[config.mk]
export PLATFORM = sky130hd
export DESIGN_NAME = bound_flasher_monitor
export DESIGN_NICKNAME = d
export VERILOG_FILES = /design/src/rtl/flasher_pkg.sv /design/src/rtl/therm_decode.sv /design/src/rtl/bound_flasher_monitor.sv
export SDC_FILE = /design/constraint.sdc
export NUM_CORES = 1
export LEC_CHECK = 0
export CORE_ASPECT_RATIO = 0.5
export CORE_UTILIZATION = 60
export DETAILED_ROUTE_END_ITERATION = 8
export DONT_BUFFER_PORTS = 1
export PLACE_DENSITY = 0.76
export SYNTH_ARGS = -nofsm -noshare
export SYNTH_HDL_FRONTEND = slang
export SYNTH_HIERARCHICAL = 1
export SYNTH_SLANG_ARGS = --single-unit
[constraint.sdc]
create_clock -name CLK -period 3 [get_ports CLK]
set_input_delay 0.45 -clock CLK [delete_from_list [all_inputs] [get_ports CLK]]
set_output_delay 0.45 -clock CLK [all_outputs]
set_load 0.1 [all_outputs]
[src/rtl/flasher_pkg.sv]
// Shared encodings for the bound flasher monitor: monitor states, error
// codes, per-segment bounds and kickback levels.
package flasher_pkg;

  // Monitor state encodings (kept as plain constants for legacy users).
  localparam logic [1:0] MS_IDLE   = 2'd0;
  localparam logic [1:0] MS_UP     = 2'd1;
  localparam logic [1:0] MS_DOWN   = 2'd2;
  localparam logic [1:0] MS_RESYNC = 2'd3;

  // Error codes; priority high->low is CODE, STEP, RANGE, TURN, STALL.
  typedef enum logic [2:0] {
    EC_NONE  = 3'd0,
    EC_CODE  = 3'd1,
    EC_STEP  = 3'd2,
    EC_TURN  = 3'd3,
    EC_STALL = 3'd4,
    EC_RANGE = 3'd5
  } err_code_t;

  // Turning points of each segment of the trajectory 0->16->5->11->0->6->0.
  localparam logic [4:0] SEG_MAX [3] = '{5'd16, 5'd11, 5'd6};
  localparam logic [4:0] SEG_MIN [3] = '{5'd5,  5'd0,  5'd0};

  // Levels at which a hold is accepted as a kickback.
  localparam logic [4:0] KB_LO = 5'd0;
  localparam logic [4:0] KB_HI = 5'd5;

  // Upper bound of a segment; segment 3 never occurs and maps to segment 2.
  function automatic logic [4:0] seg_max(input logic [1:0] seg);
    case (seg)
      2'd0:    return SEG_MAX[0];
      2'd1:    return SEG_MAX[1];
      default: return SEG_MAX[2];
    endcase
  endfunction

  // Lower bound of a segment; segment 3 never occurs and maps to segment 2.
  function automatic logic [4:0] seg_min(input logic [1:0] seg);
    case (seg)
      2'd0:    return SEG_MIN[0];
      2'd1:    return SEG_MIN[1];
      default: return SEG_MIN[2];
    endcase
  endfunction

endpackage

[src/rtl/therm_decode.sv]
// Combinational thermometer decoder: a bar is valid when it is a run of ones
// starting at bit 0; the level is the popcount of the raw bar.
module therm_decode #(
  parameter int LED_W = 16
) (
  input  logic [LED_W-1:0] LED,
  output logic             VALID,
  output logic [4:0]       LEVEL
);

  // Valid iff adding one clears every set bit (no hole in the bar).
  always_comb begin
    VALID = ((LED & (LED + LED_W'(1))) == '0);
  end

  // Popcount of the raw bar, reported even when the code is invalid.
  always_comb begin
    LEVEL = '0;
    for (int unsigned i = 0; i < LED_W; i++) begin
      LEVEL = LEVEL + 5'(LED[i]);
    end
  end

endmodule

[src/rtl/bound_flasher_monitor.sv]
// Passive checker for the bound flasher: tracks level, segment and direction
// along 0->16->5->11->0->6->0 and flags illegal samples.
// Optional: define FLASHER_MON_COV_EN to add the KICK_CNT coverage counter.
module bound_flasher_monitor
  import flasher_pkg::*;
#(
  parameter int LED_W = 16,
  parameter int CNT_W = 8
) (
  input  logic             CLK,
  input  logic             RST,
  input  logic             FLICK,
  input  logic [LED_W-1:0] LED,
  output logic [4:0]       LEVEL,
  output logic [1:0]       MSTATE,
  output logic [1:0]       SEG,
  output logic             ERR,
  output logic [2:0]       ERR_CODE,
  output logic [CNT_W-1:0] DONE_CNT
`ifdef FLASHER_MON_COV_EN
  ,
  output logic [CNT_W-1:0] KICK_CNT
`endif
);

  logic       valid;
  logic [4:0] cur;
  logic [4:0] prev;
  logic       step_up;
  logic       step_dn;
  logic       hold;
  logic [1:0] nstate;
  logic [1:0] nseg;
  err_code_t  ec;
  logic       done;
`ifdef FLASHER_MON_COV_EN
  logic       kick;
`endif

  therm_decode #(.LED_W(LED_W)) u_dec (
    .LED   (LED),
    .VALID (valid),
    .LEVEL (cur)
  );

  // The previously sampled level is the registered LEVEL output.
  assign prev = LEVEL;

  // Classify the step and compute next state, segment and error code.
  always_comb begin
    nstate  = MSTATE;
    nseg    = SEG;
    ec      = EC_NONE;
    done    = 1'b0;
`ifdef FLASHER_MON_COV_EN
    kick    = 1'b0;
`endif
    step_up = (cur == prev + 5'd1);
    step_dn = (prev != '0) && (cur == prev - 5'd1);
    hold    = (cur == prev);

    case (MSTATE)
      MS_IDLE: begin
        if (!valid) begin
          ec = EC_CODE;
        end else if (cur == 5'd1) begin
          nstate = MS_UP;
          nseg   = 2'd0;
        end else if (cur != 5'd0) begin
          ec = EC_STEP;
        end
      end

      MS_UP: begin
        if (!valid) begin
          ec = EC_CODE;
        end else if (!(step_up || step_dn || hold)) begin
          ec = EC_STEP;
        end else if (step_up) begin
          if (cur > seg_max(SEG)) ec = EC_RANGE;
        end else if (step_dn) begin
          if (prev == seg_max(SEG)) nstate = MS_DOWN;
          else                      ec     = EC_TURN;
        end else begin
          ec = EC_STALL;
        end
      end

      MS_DOWN: begin
        if (!valid) begin
          ec = EC_CODE;
        end else if (!(step_up || step_dn || hold)) begin
          ec = EC_STEP;
        end else if (step_dn) begin
          if (cur < seg_min(SEG)) ec = EC_RANGE;
        end else if (step_up) begin
          if ((prev == seg_min(SEG)) && (SEG < 2'd2)) begin
            nstate = MS_UP;
            nseg   = SEG + 2'd1;
          end else begin
            ec = EC_TURN;
          end
        end else if ((prev == KB_LO) && (SEG == 2'd2) && !FLICK) begin
          nstate = MS_IDLE;
          nseg   = 2'd0;
          done   = 1'b1;
        end else if ((prev == KB_LO) || (prev == KB_HI)) begin
          nstate = MS_UP;
          nseg   = (SEG == 2'd0) ? 2'd0 : SEG - 2'd1;
`ifdef FLASHER_MON_COV_EN
          kick   = 1'b1;
`endif
        end else begin
          ec = EC_STALL;
        end
      end

      default: begin
        if (valid && (cur == 5'd0)) begin
          nstate = MS_IDLE;
          nseg   = 2'd0;
        end
      end
    endcase

    // Any error abandons tracking; the segment is left where it was.
    if (ec != EC_NONE) begin
      nstate = MS_RESYNC;
      nseg   = SEG;
      done   = 1'b0;
`ifdef FLASHER_MON_COV_EN
      kick   = 1'b0;
`endif
    end
  end

  // Register level, state, segment, error pulse and the sticky first error.
  always_ff @(posedge CLK or posedge RST) begin
    if (RST) begin
      LEVEL    <= '0;
      MSTATE   <= MS_IDLE;
      SEG      <= 2'd0;
      ERR      <= 1'b0;
      ERR_CODE <= '0;
    end else begin
      LEVEL  <= cur;
      MSTATE <= nstate;
      SEG    <= nseg;
      ERR    <= (ec != EC_NONE);
      if ((ec != EC_NONE) && (ERR_CODE == '0)) ERR_CODE <= ec;
    end
  end

  // Completed-run counter, wraps at 2^CNT_W.
  always_ff @(posedge CLK or posedge RST) begin
    if (RST)       DONE_CNT <= '0;
    else if (done) DONE_CNT <= DONE_CNT + CNT_W'(1);
  end

`ifdef FLASHER_MON_COV_EN
  // Accepted-kickback counter, wraps at 2^CNT_W.
  always_ff @(posedge CLK or posedge RST) begin
    if (RST)       KICK_CNT <= '0;
    else if (kick) KICK_CNT <= KICK_CNT + CNT_W'(1);
  end
`endif

endmodule

Yosys cells after proc, flatten, opt, wreduce, memory -nomap -nowiden
Index checks and enable logic that the tools add are counted.
Storage, ports and cells
  flip-flop bits (word level): 21
  input bits: 19
Cells by class
  add/sub/neg operators: 21
  equal/unequal tests: 30
  mux-type cells: 73
  reduce and logical (&&, ||, !) cells: 23
  magnitude comparators: 3
  bitwise operators: 3
Operators with widths (number)
  5-bit two-way mux: 18
  5-bit by 1-bit adder with 5-bit output: 14
  2-bit two-way mux: 31
  3-bit two-way mux: 13
  3-bit != test (second input constant): 11
  5-bit equality test: 5
  16-bit by 1-bit adder with 16-bit output (second input constant): 1
  16-bit AND: 1
  16-bit logical NOT: 1
  5-bit nonzero test: 3
  13-bit AND reduction: 1
  2-bit one-hot mux with 3 select lines: 2
  5-bit logical NOT: 2
  2-bit != test (second input constant): 5
  5-bit one-hot mux with 2 select lines: 1
  10-bit AND reduction: 1
  3-bit one-hot mux with 3 select lines: 1
  8-bit by 1-bit adder with 8-bit output (second input constant): 1
  4-bit != test (second input constant): 2
  1-bit two-way mux: 7
  1-bit logical AND: 6
  3-bit nonzero test: 2
  5-bit by 1-bit adder with 5-bit output (second input constant): 1
  5-bit by 1-bit equality test with 1-bit output (second input constant): 1
  16 further kinds: 22

Logic depth before layout (Yosys ltp)
  depth in word-level cells: 33
  gate-level depth with buffers: 23
  gate-level depth less buffers: 23

Hierarchy
Netlist, hierarchy kept.
By module, submodules not included
  bound_flasher_monitor: cells an instance 201, instances 1, area each 1878.1 um2
  therm_decode: cells an instance 80, instances 1, area each 683.2 um2

Least setup slack after synthesis
Ideal clock, no wire load.
  path type: input port to flip-flop
  from: input LED[0]
  to: register DONE_CNT[3]
  setup time: 0.159 ns
  path slack: -2.942 ns
  stages on the path: 17
  buffers on the path: 0
  arrival time: 5.783 ns
  path through: fa_1 > ha_1 > inv_1 > fa_1 > fa_1 > fa_1 > fa_1 > fa_1 > xnor2_1 > xor3_1 > nor3b_2 > nand3_2 > and3_1 > o31ai_4 > and4bb_4 > nand4_1 > xnor2_1
On the way
  cells in the longest elaborated chain, start to end: 24
  elaborated cells on any way between the ends: 49
  those cells by class: add/sub: 16; order compare: 2; eq/ne: 4; mux: 20; bitwise: 1; reduce/logical: 6
RTL lines
  from (decl): RTL line bound_flasher_monitor.sv:13  | input logic [LED_W-1:0] LED,
  1-bit by 1-bit adder with 2-bit output (*): RTL line therm_decode.sv:20  | LEVEL = LEVEL + 5'(LED[i]);
  5-bit by 1-bit adder with 5-bit output (*) (14 in a row): RTL line therm_decode.sv:20
  via cur[2]: RTL line bound_flasher_monitor.sv:27  | logic [4:0] cur;
  parallel branches: the longest is 8 deep, another holds 5-bit < comparator
  1-bit two-way mux (*): RTL line bound_flasher_monitor.sv:127  | if (ec != EC_NONE) begin
  to (signal assigned): RTL line bound_flasher_monitor.sv:157  | else if (done) DONE_CNT <= DONE_CNT + CNT_W'(1);
  to (decl): RTL line bound_flasher_monitor.sv:19  | output logic [CNT_W-1:0] DONE_CNT
Mark *: on every way through the listed nets, which the timed path passes.
A chain may end at the register's enable or synchronous reset.

Worst setup path after layout
  from: input LED[0]
  to: register DONE_CNT[4]
Same word-level chain as after synthesis.

==> out/results.tsv <==
stage	metric	value	unit
synth	cell area after synthesis	2560	um2
pwr	power share of the sequential group	10.8	%
setup_path	CP delay by family, top	adder cells	
synth	Post-Syn Instances	281	
finish	P&R area growth vs syn	29.3	%
place	RePlAce Congestion	0.919	
floorplan	Ports	40	
clocking	Longest Clk Path Bufs	2	
setup_path	crit-path max FO	5	
global_route	GR peak layer	met2	
global_route	first-pass GRT wire length	9.67	mm
timing	worst rel slew slack	34.8	%
synth	flops & latches, synth	21	
job	max_cap viols	0	
setup_path	Worst path max stage delay	0.51	ns
finish	Finished Layout Cells	393	
timing	Worst Max-Slew Pin Slew	0.978	ns
global_route	grt met3 use	5.45	%
clocking	hold buffer count at CTS	0	
routing	vias per cell	5.97	
setup_path	Crit path arrival time	5.67	ns
timing	RSZ-0062 raised after global routing	true	
floorplan	Initial Util	64.0	%
timing	Layout Skew	0.00661	ns
pwr	combinational group share of total power	84.5	%
pwr	Net Sw Frac	53.2	%
clocking	clock-pin slew on the worst setup and hold paths	0.09	ns
routing	vias after detailed routing	2345	
global_route	pin count of the biggest net entering global routing	22	
global_route	global routing usage on met1	32.4	%
timing	max-slew violations	0	
routing	DRC Markers	0	
pwr	Pwr per Cell Area	1290	nW/um2
clocking	CTS Buf Count	3	
clocking	Skew-Pair Late Insertion Delay	0.27	ns
finish	number of antenna repair diodes	0	
routing	Wirelength per Cell	16.6	um
routing	DRT Pass-1 Iters	5	
setup_path	Critical Path Source Type	input port	
setup_path	critical path's most frequent cell	fa_1	
routing	final wirelength	6.52	mm
timing	post-route minimum period	5.53	ns
pwr	Static Leakage	1.61	nW
synth	syn_nets	342	
timing	final setup fails	21	
clocking	clk sink count	21	
global_route	gr usage total	28.4	%
floorplan	die width	94.4	um
floorplan	Die H	48.2	um
pwr	Int Power	2.00	mW
pwr	Max IR drop VDD	564	uV
global_route	initial antenna violation count	0	
status	failing checks	setup timing	
floorplan	Die Area	4550	um2
synth	synth unique cells	60	
floorplan	core area	4000	um2
setup_path	crit-path cells	fa_1 -> ha_1 -> inv_2 -> fa_1 -> fa_1 -> fa_1 -> fa_2 -> fa_2 -> xnor2_4 -> xor3_1 -> nor3b_2 -> buf_4 -> and3_4 -> a211oi_4 -> a22oi_2 -> o21ai_2 -> and4bb_4 -> nand4_1 -> xnor2_1	
pwr	Clk pwr share	4.7	%
pwr	P_sw	2.27	mW
place	# port buffers	0	
setup_path	Critical Path RT	3.14	ns
setup_path	WP buf/inv	2	
timing	setup ws final	-2.53	ns
synth	post-synthesis sequential area ratio	20.5	%
place	placed wire-length estimate	4.81	mm
synth	Mapped Avg Cell Area	9.11	um2
setup_path	critical path depth	19	
min_path	Hold Path Class	input port to asynchronous set/reset pin	
clocking	clk root buf	clkbuf_8	
finish	fin nets	401	
global_route	met2 Resource Use GR	57.4	%
routing	drt first-iter violations	116	
setup_path	slowest stage cell, crit path	fa_1	
clocking	H-tree Lvls	1	
timing	Final Hold Viols	0	
timing	Fmax achieved	181	MHz
timing	period utilization	184	%
setup_path	CP Class	input port to flop	
place	placed cells	381	
global_route	overflow left after global routing	0	
setup_path	crit end category	flop	
finish	final core occ	82.7	%
routing	residual antenna-violating net count after detailed routing	0	
setup_path	worst r2r path cells	15	
global_route	vias in the first global route	2239	
finish	proportion of layout cells with a drive suffix above 1	35.4	%
clocking	CTS tree	yes	
floorplan	cell row count	16	
synth	Ys Warns	6	
status	status	complete, but fails checks	
state kept, by name, summed over array words and instances (netlist names):
register,count
DONE_CNT,8
LEVEL,5
ERR_CODE,3
MSTATE,2
SEG,2
ERR,1
timing repair:
action                                  in CTS  in global routing
resized for setup                           24                 11
buffers inserted                             9                  4
endpoints found under the setup margin      21                 21
cloned                                       0                  0
pin swaps                                   13                 10
cell families (layout without fill, tap and decap cells):
kind of cell,after synthesis,count (layout),synth area share [%]
simple gates,90,90,22.3
compound gates,56,56,17.0
buf+inv,48,106,7.28
fa+ha+maj,42,42,23.7
xor+xnor,22,22,8.40
flops,21,21,20.5
mux,2,2,0.782
worst register-to-register path, delay by kind of cell (launching register included):
| kind | cells | cell delay (ns) |
|---|---|---|
| AO/OA/AOI/OAI | 4 | 0.51 |
| XOR/XNOR | 1 | 0.18 |
| adder cells (fa/ha/maj) | 2 | 0.55 |
| buffers and inverters | 3 | 0.43 |
| flip-flops | 1 | 0.43 |
| AND/OR/NAND/NOR | 5 | 0.82 |
layout make-up:
cell class / instances / area, um2
multi-input cells: 212 / 2050
fillers: 251 / 693
flip-flops and latches: 21 / 526
repair buffers: 58 / 458
inverters: 44 / 165
well taps: 54 / 67.6
clock buffers: 3 / 41.3
clock inverters: 1 / 5.00
routing by layer:
layer  share of wire [%]  vias up
met5                   0        -
met1                  41     1148
met3                 5.5       11
met2                  52       98
met4                 1.2        0
li1                    -     1088
stage by stage:
stage	total power [mW]	setup TNS, ns	cell area, um2	hold WS (ns)	setup WS [ns]
global route	4.50	-44.76	3310	0.323	-2.74
floorplan	2.77	-41.87	2630	0.427	-2.69
global placement	3.43	-44.60	3050	0.490	-2.63
CTS	4.02	-40.66	3250	0.259	-2.44
detailed placement	3.54	-46.81	3050	0.500	-2.78
finish	4.27	-41.07	3310	0.223	-2.53
power by group through the flow:
| stage | Sequential, mW | Combinational [mW] | Clock (mW) |
|---|---|---|---|
| 2_1_floorplan | 0.746 | 2.02 | 0 |
| 3_3_place_gp | 0.460 | 2.97 | 0 |
| 3_5_place_dp | 0.462 | 3.08 | 0 |
| 4_1_cts | 0.457 | 3.37 | 0.192 |
| 5_1_grt | 0.470 | 3.83 | 0.205 |
| 6_report | 0.462 | 3.61 | 0.199 |
placed cells by master (no fill, tap or decap), drive strengths merged, types with 10 or more instances in the layout:
master and n:
nand3 11, nor2 11, nor3 10, nand2 22, o21ai 15, dfrtp 21, xnor2 16, ha 31
inv 44, fa 11, buf 58
cell usage after synthesis, drive strengths merged:
library cell | count | share of area [%]
inv | 44 | 6.4
ha | 31 | 15
nand2 | 22 | 3.2
dfrtp | 21 | 21
xnor2 | 16 | 5.8
o21ai | 15 | 3.1
fa | 11 | 8.6
nand3 | 11 | 2.3
nor2 | 11 | 2.2
nor3 | 10 | 2.7
a21oi | 9 | 1.9
and3 | 7 | 1.7
nand4 | 6 | 2.0
o31ai | 6 | 2.5
xor2 | 5 | 1.7
a21o | 4 | 1.2
and2 | 4 | 0.98
nor2b | 4 | 0.98
o2111ai | 4 | 1.4
a31oi | 3 | 0.73
o41ai | 3 | 1.0
a211oi | 2 | 1.1
a221oi | 2 | 1.6
buf | 2 | 0.39
clkbuf | 2 | 0.44
mux2i | 2 | 0.78
nand4b | 2 | 0.68
nor3b | 2 | 0.98
o21a | 2 | 0.59
or2 | 2 | 0.49
or3 | 2 | 0.68
a211o | 1 | 0.34
a221o | 1 | 0.39
a22oi | 1 | 0.29
and4 | 1 | 0.34
and4b | 1 | 0.39
and4bb | 1 | 0.64
nand2b | 1 | 0.24
nand4bb | 1 | 1.1
nor4 | 1 | 0.24
o21bai | 1 | 0.29
o22ai | 1 | 0.24
o32ai | 1 | 0.34
or4b | 1 | 0.39
xor3 | 1 | 0.93
path summary, 6_finish.rpt:
check,startpoint,endpoint,slack [ns]
min in group CLK,DONE_CNT[6]$_DFFE_PP0P_,DONE_CNT[6]$_DFFE_PP0P_,0.53
hold reg to reg,DONE_CNT[6]$_DFFE_PP0P_,DONE_CNT[6]$_DFFE_PP0P_,0.53
max in group asynchronous,RST,SEG[0]$_DFFE_PP0P_,2.27
setup reg to reg,SEG[0]$_DFFE_PP0P_,DONE_CNT[7]$_DFFE_PP0P_,0
setup / recovery,LED[0],DONE_CNT[4]$_DFFE_PP0P_,-2.53
hold / removal,RST,DONE_CNT[6]$_DFFE_PP0P_,0.22
No activity file was read; power rests on OpenSTA's default activity.
==> patch, RTL diff (same settings) <==
Register the output `LEVEL` once more, cleared by the reset; this adds one clock of latency there. The other outputs are not delayed to match. Comments in the files are not updated.
--- a/src/rtl/bound_flasher_monitor.sv
+++ b/src/rtl/bound_flasher_monitor.sv
@@ -23,6 +23,8 @@
 `endif
 );
 
+  logic [4:0] LEVEL_s0;
+
   logic       valid;
   logic [4:0] cur;
   logic [4:0] prev;
@@ -44,7 +46,7 @@
   );
 
   // The previously sampled level is the registered LEVEL output.
-  assign prev = LEVEL;
+  assign prev = LEVEL_s0;
 
   // Classify the step and compute next state, segment and error code.
   always_comb begin
@@ -137,13 +139,13 @@
   // Register level, state, segment, error pulse and the sticky first error.
   always_ff @(posedge CLK or posedge RST) begin
     if (RST) begin
-      LEVEL    <= '0;
+      LEVEL_s0 <= '0;
       MSTATE   <= MS_IDLE;
       SEG      <= 2'd0;
       ERR      <= 1'b0;
       ERR_CODE <= '0;
     end else begin
-      LEVEL  <= cur;
+      LEVEL_s0 <= cur;
       MSTATE <= nstate;
       SEG    <= nseg;
       ERR    <= (ec != EC_NONE);
@@ -165,5 +167,13 @@
   end
 `endif
 
+  always_ff @(posedge CLK or posedge RST) begin
+    if (RST) begin
+      LEVEL <= '0;
+    end else begin
+      LEVEL <= LEVEL_s0;
+    end
+  end
+
 endmodule
 
Formal check against the unedited RTL: not equivalent (a bounded check fails within 4 cycles, from zero or initial values and one cycle with RST high).
==> patch against the original RTL <==
Sequential power up 73%. Utilization increased by 0.74 points. Maximum frequency grew 2.8%. Non-clock buffer count up 2. Sequential cell count increased by 5. Power decreased by 2.3%. Worst setup slack improved by 0.15 ns. Critical path type unchanged. Area after synthesis shrank 1.2%. The flow still finishes with violations (setup timing). Routed wire length is 1.7% higher. Design area down 0.11%. Clock skew is 0.0014 ns higher. Via count up 0.51%.
==> patch: results (changes against the original RTL) <==
Outcome
  • Outcome: finished, violations left
  • Failing checks: setup timing

Synthesis
  • Synth cell count leaders: 47 x inv_1, 31 x ha_1, 26 x dfrtp_1, 16 x nor2_1
  • Async SR Flop Fraction: 100% (unchanged)
  • Yosys cell types: 59 (-1.7%)
  • Yosys warnings: 6 (unchanged)
  • Dominant cells by area after synthesis: dfrtp_1 26%, ha_1 15%, fa_1 8.7%
  • Mapped Nets: 338 (-1.2%)
  • Ys flop type: dfrtp_1
  • Post-synthesis sequential area ratio: 25.7% (+5.2 points)

Global route
  • Largest net degree at the start of global routing: 27 (+23%)
  • Vias in the first global route: 2222 (-0.76%)
  • Tot GR Track Use: 29.2% (+0.80 points)
  • Initial antenna violation count: 0 (unchanged)
  • First-pass GRT wire length: 9760 microns (+0.93%)

Critical path
  • CP arrival: 5.58 ns (-0.09 ns)
  • Crit-path max cell delay: 0.52 ns
  • Slowest-stage cell, CP: fa_1
  • Crit Path Max Fanout: 8 (+3)

Min path
  • Worst Hold Class: input pin to asynchronous set/reset pin

Clock network
  • Clock latency on the worst-skew pair: 0.28 ns
  • CTS Buf Count: 3 (unchanged)
  • Root Buffer: clkbuf_8
  • Clock slew at reported path FFs: 0.10 ns
  • Max clock buf depth: 2 (unchanged)
  • CTS H-Tree Depth: 1 (unchanged)

Timing
  • Setup WS post-layout: -2.38 ns (+0.149 ns)
  • Final setup fails: 21 (unchanged)
  • Setup TNS: -39.70 ns (+1.37 ns)
  • Least-Margin Pin Slew: 0.976 ns (-0.00287 ns)
  • Worst Clk Skew: 0.00804 ns (+0.00143 ns)

Place
  • GP Congestion: 0.927 (+0.83%)
  • Input/output buffers: 0 (unchanged)
  • Post-DP HPWL: 4670 microns (-3.0%)

Power
  • Peak supply drop: 0.690 mV (+22%)
  • Leakage: 1.61 nW (+0.20%)

Layout
  • Ant diodes: 0 (unchanged)
  • Number of fill cells: 224 (-11%)
  • Top Registers: DONE_CNT: 8 flops, LEVEL: 5 flops, LEVEL_s0: 5 flops
  • Share of cells above drive strength 1: 33.0% (-2.4 points)
  • # nets final: 398 (-0.75%)

Detailed routing
  • 1st-pass router iterations: 5 (unchanged)
  • Drt wl/cell: 17.0 microns (+2.5%)
  • Initial drt markers: 178 (+53%)
  • Via-per-instance ratio: 6.04 (+1.3%)
==> patch: metal layers <==
| metal | vias to the layer above | track usage (%) | part of all wire [%] |
|---|---|---|---|
| met5 | - | 0 | 0 |
| met2 | 134 | 56.6 | 50 |
| met4 | 0 | 13.2 | 3.0 |
| li1 | 1073 | - | - |
| met3 | 30 | 7.14 | 7.0 |
| met1 | 1120 | 32.1 | 40 |
==> patch: worst paths after layout <==
kind                                      endpoint  slack (ns)                   from  cells after the start
max in group asynchronous       LEVEL[1]$_DFF_PP0_        2.14                    RST                      1
hold reg to reg                 LEVEL[1]$_DFF_PP0_        0.56  LEVEL_s0[1]$_DFF_PP0_                      1
hold / removal                  LEVEL[0]$_DFF_PP0_        0.27                    RST                      1
setup reg to reg           DONE_CNT[6]$_DFFE_PP0P_        0.21  LEVEL_s0[1]$_DFF_PP0_                     10
setup / recovery           DONE_CNT[6]$_DFFE_PP0P_       -2.38                 LED[0]                     19
min in group CLK                LEVEL[1]$_DFF_PP0_        0.56  LEVEL_s0[1]$_DFF_PP0_                      1
==> patch: report_power, final <==
part           internal, mW  switching (mW)  total (mW)
clock network         0.179           0.119       0.298
logic                  1.44            1.64        3.07
registers             0.430           0.370       0.800
==> patch: area by class of cell <==
cell class / instances / area (sq um) / area share [%]
Multi-Input combinational cell: 199 / 1880 / 56.8
Sequential cell: 26 / 651 / 19.7
Timing Repair Buffer: 60 / 462 / 14.0
Inverter: 47 / 179 / 5.41
Tap cell: 54 / 67.6 / 2.04
Clock buffer: 3 / 41.3 / 1.25
Clock inverter: 1 / 30.0 / 0.908
==> patch: critical path: cells and delay by family <==
kind | cells | cell delay (ns)
AND/OR/NAND/NOR | 2 | 0.67
adder cells (fa/ha/maj) | 7 | 2.95
AO/OA/AOI/OAI | 5 | 0.90
buffers and inverters | 2 | 0.11
XOR/XNOR | 3 | 0.51
==> patch: stage by stage <==
stage	utilization, %	worst slack (ns)	cell area, sq um	cells
2_1_floorplan	-	-2.47	2580	277
3_3_place_gp	75.3	-2.52	2980	374
3_5_place_dp	75.3	-2.71	2980	374
4_1_cts	81.0	-2.35	3210	387
5_1_grt	83.4	-2.55	3310	390
6_report	83.4	-2.38	3310	390
==> patch: cell families after synthesis <==
kind of cell | Yosys count | share of synthesized area (%)
adders and majority gates | 42 | 24.0
and+or+nand+nor | 77 | 17.1
AOI/OAI and AO/OA | 56 | 15.7
muxes | 2 | 0.890
xor gates and xnor gates | 22 | 8.45
DFF | 26 | 25.7
buffers and inverters | 52 | 8.11
==> patch: repair_timing <==
action | CTS | global route
gates resized for setup | 16 | 15
buffers inserted | 9 | 4
pin swaps | 16 | 12
setup endpoints to repair | 21 | 21
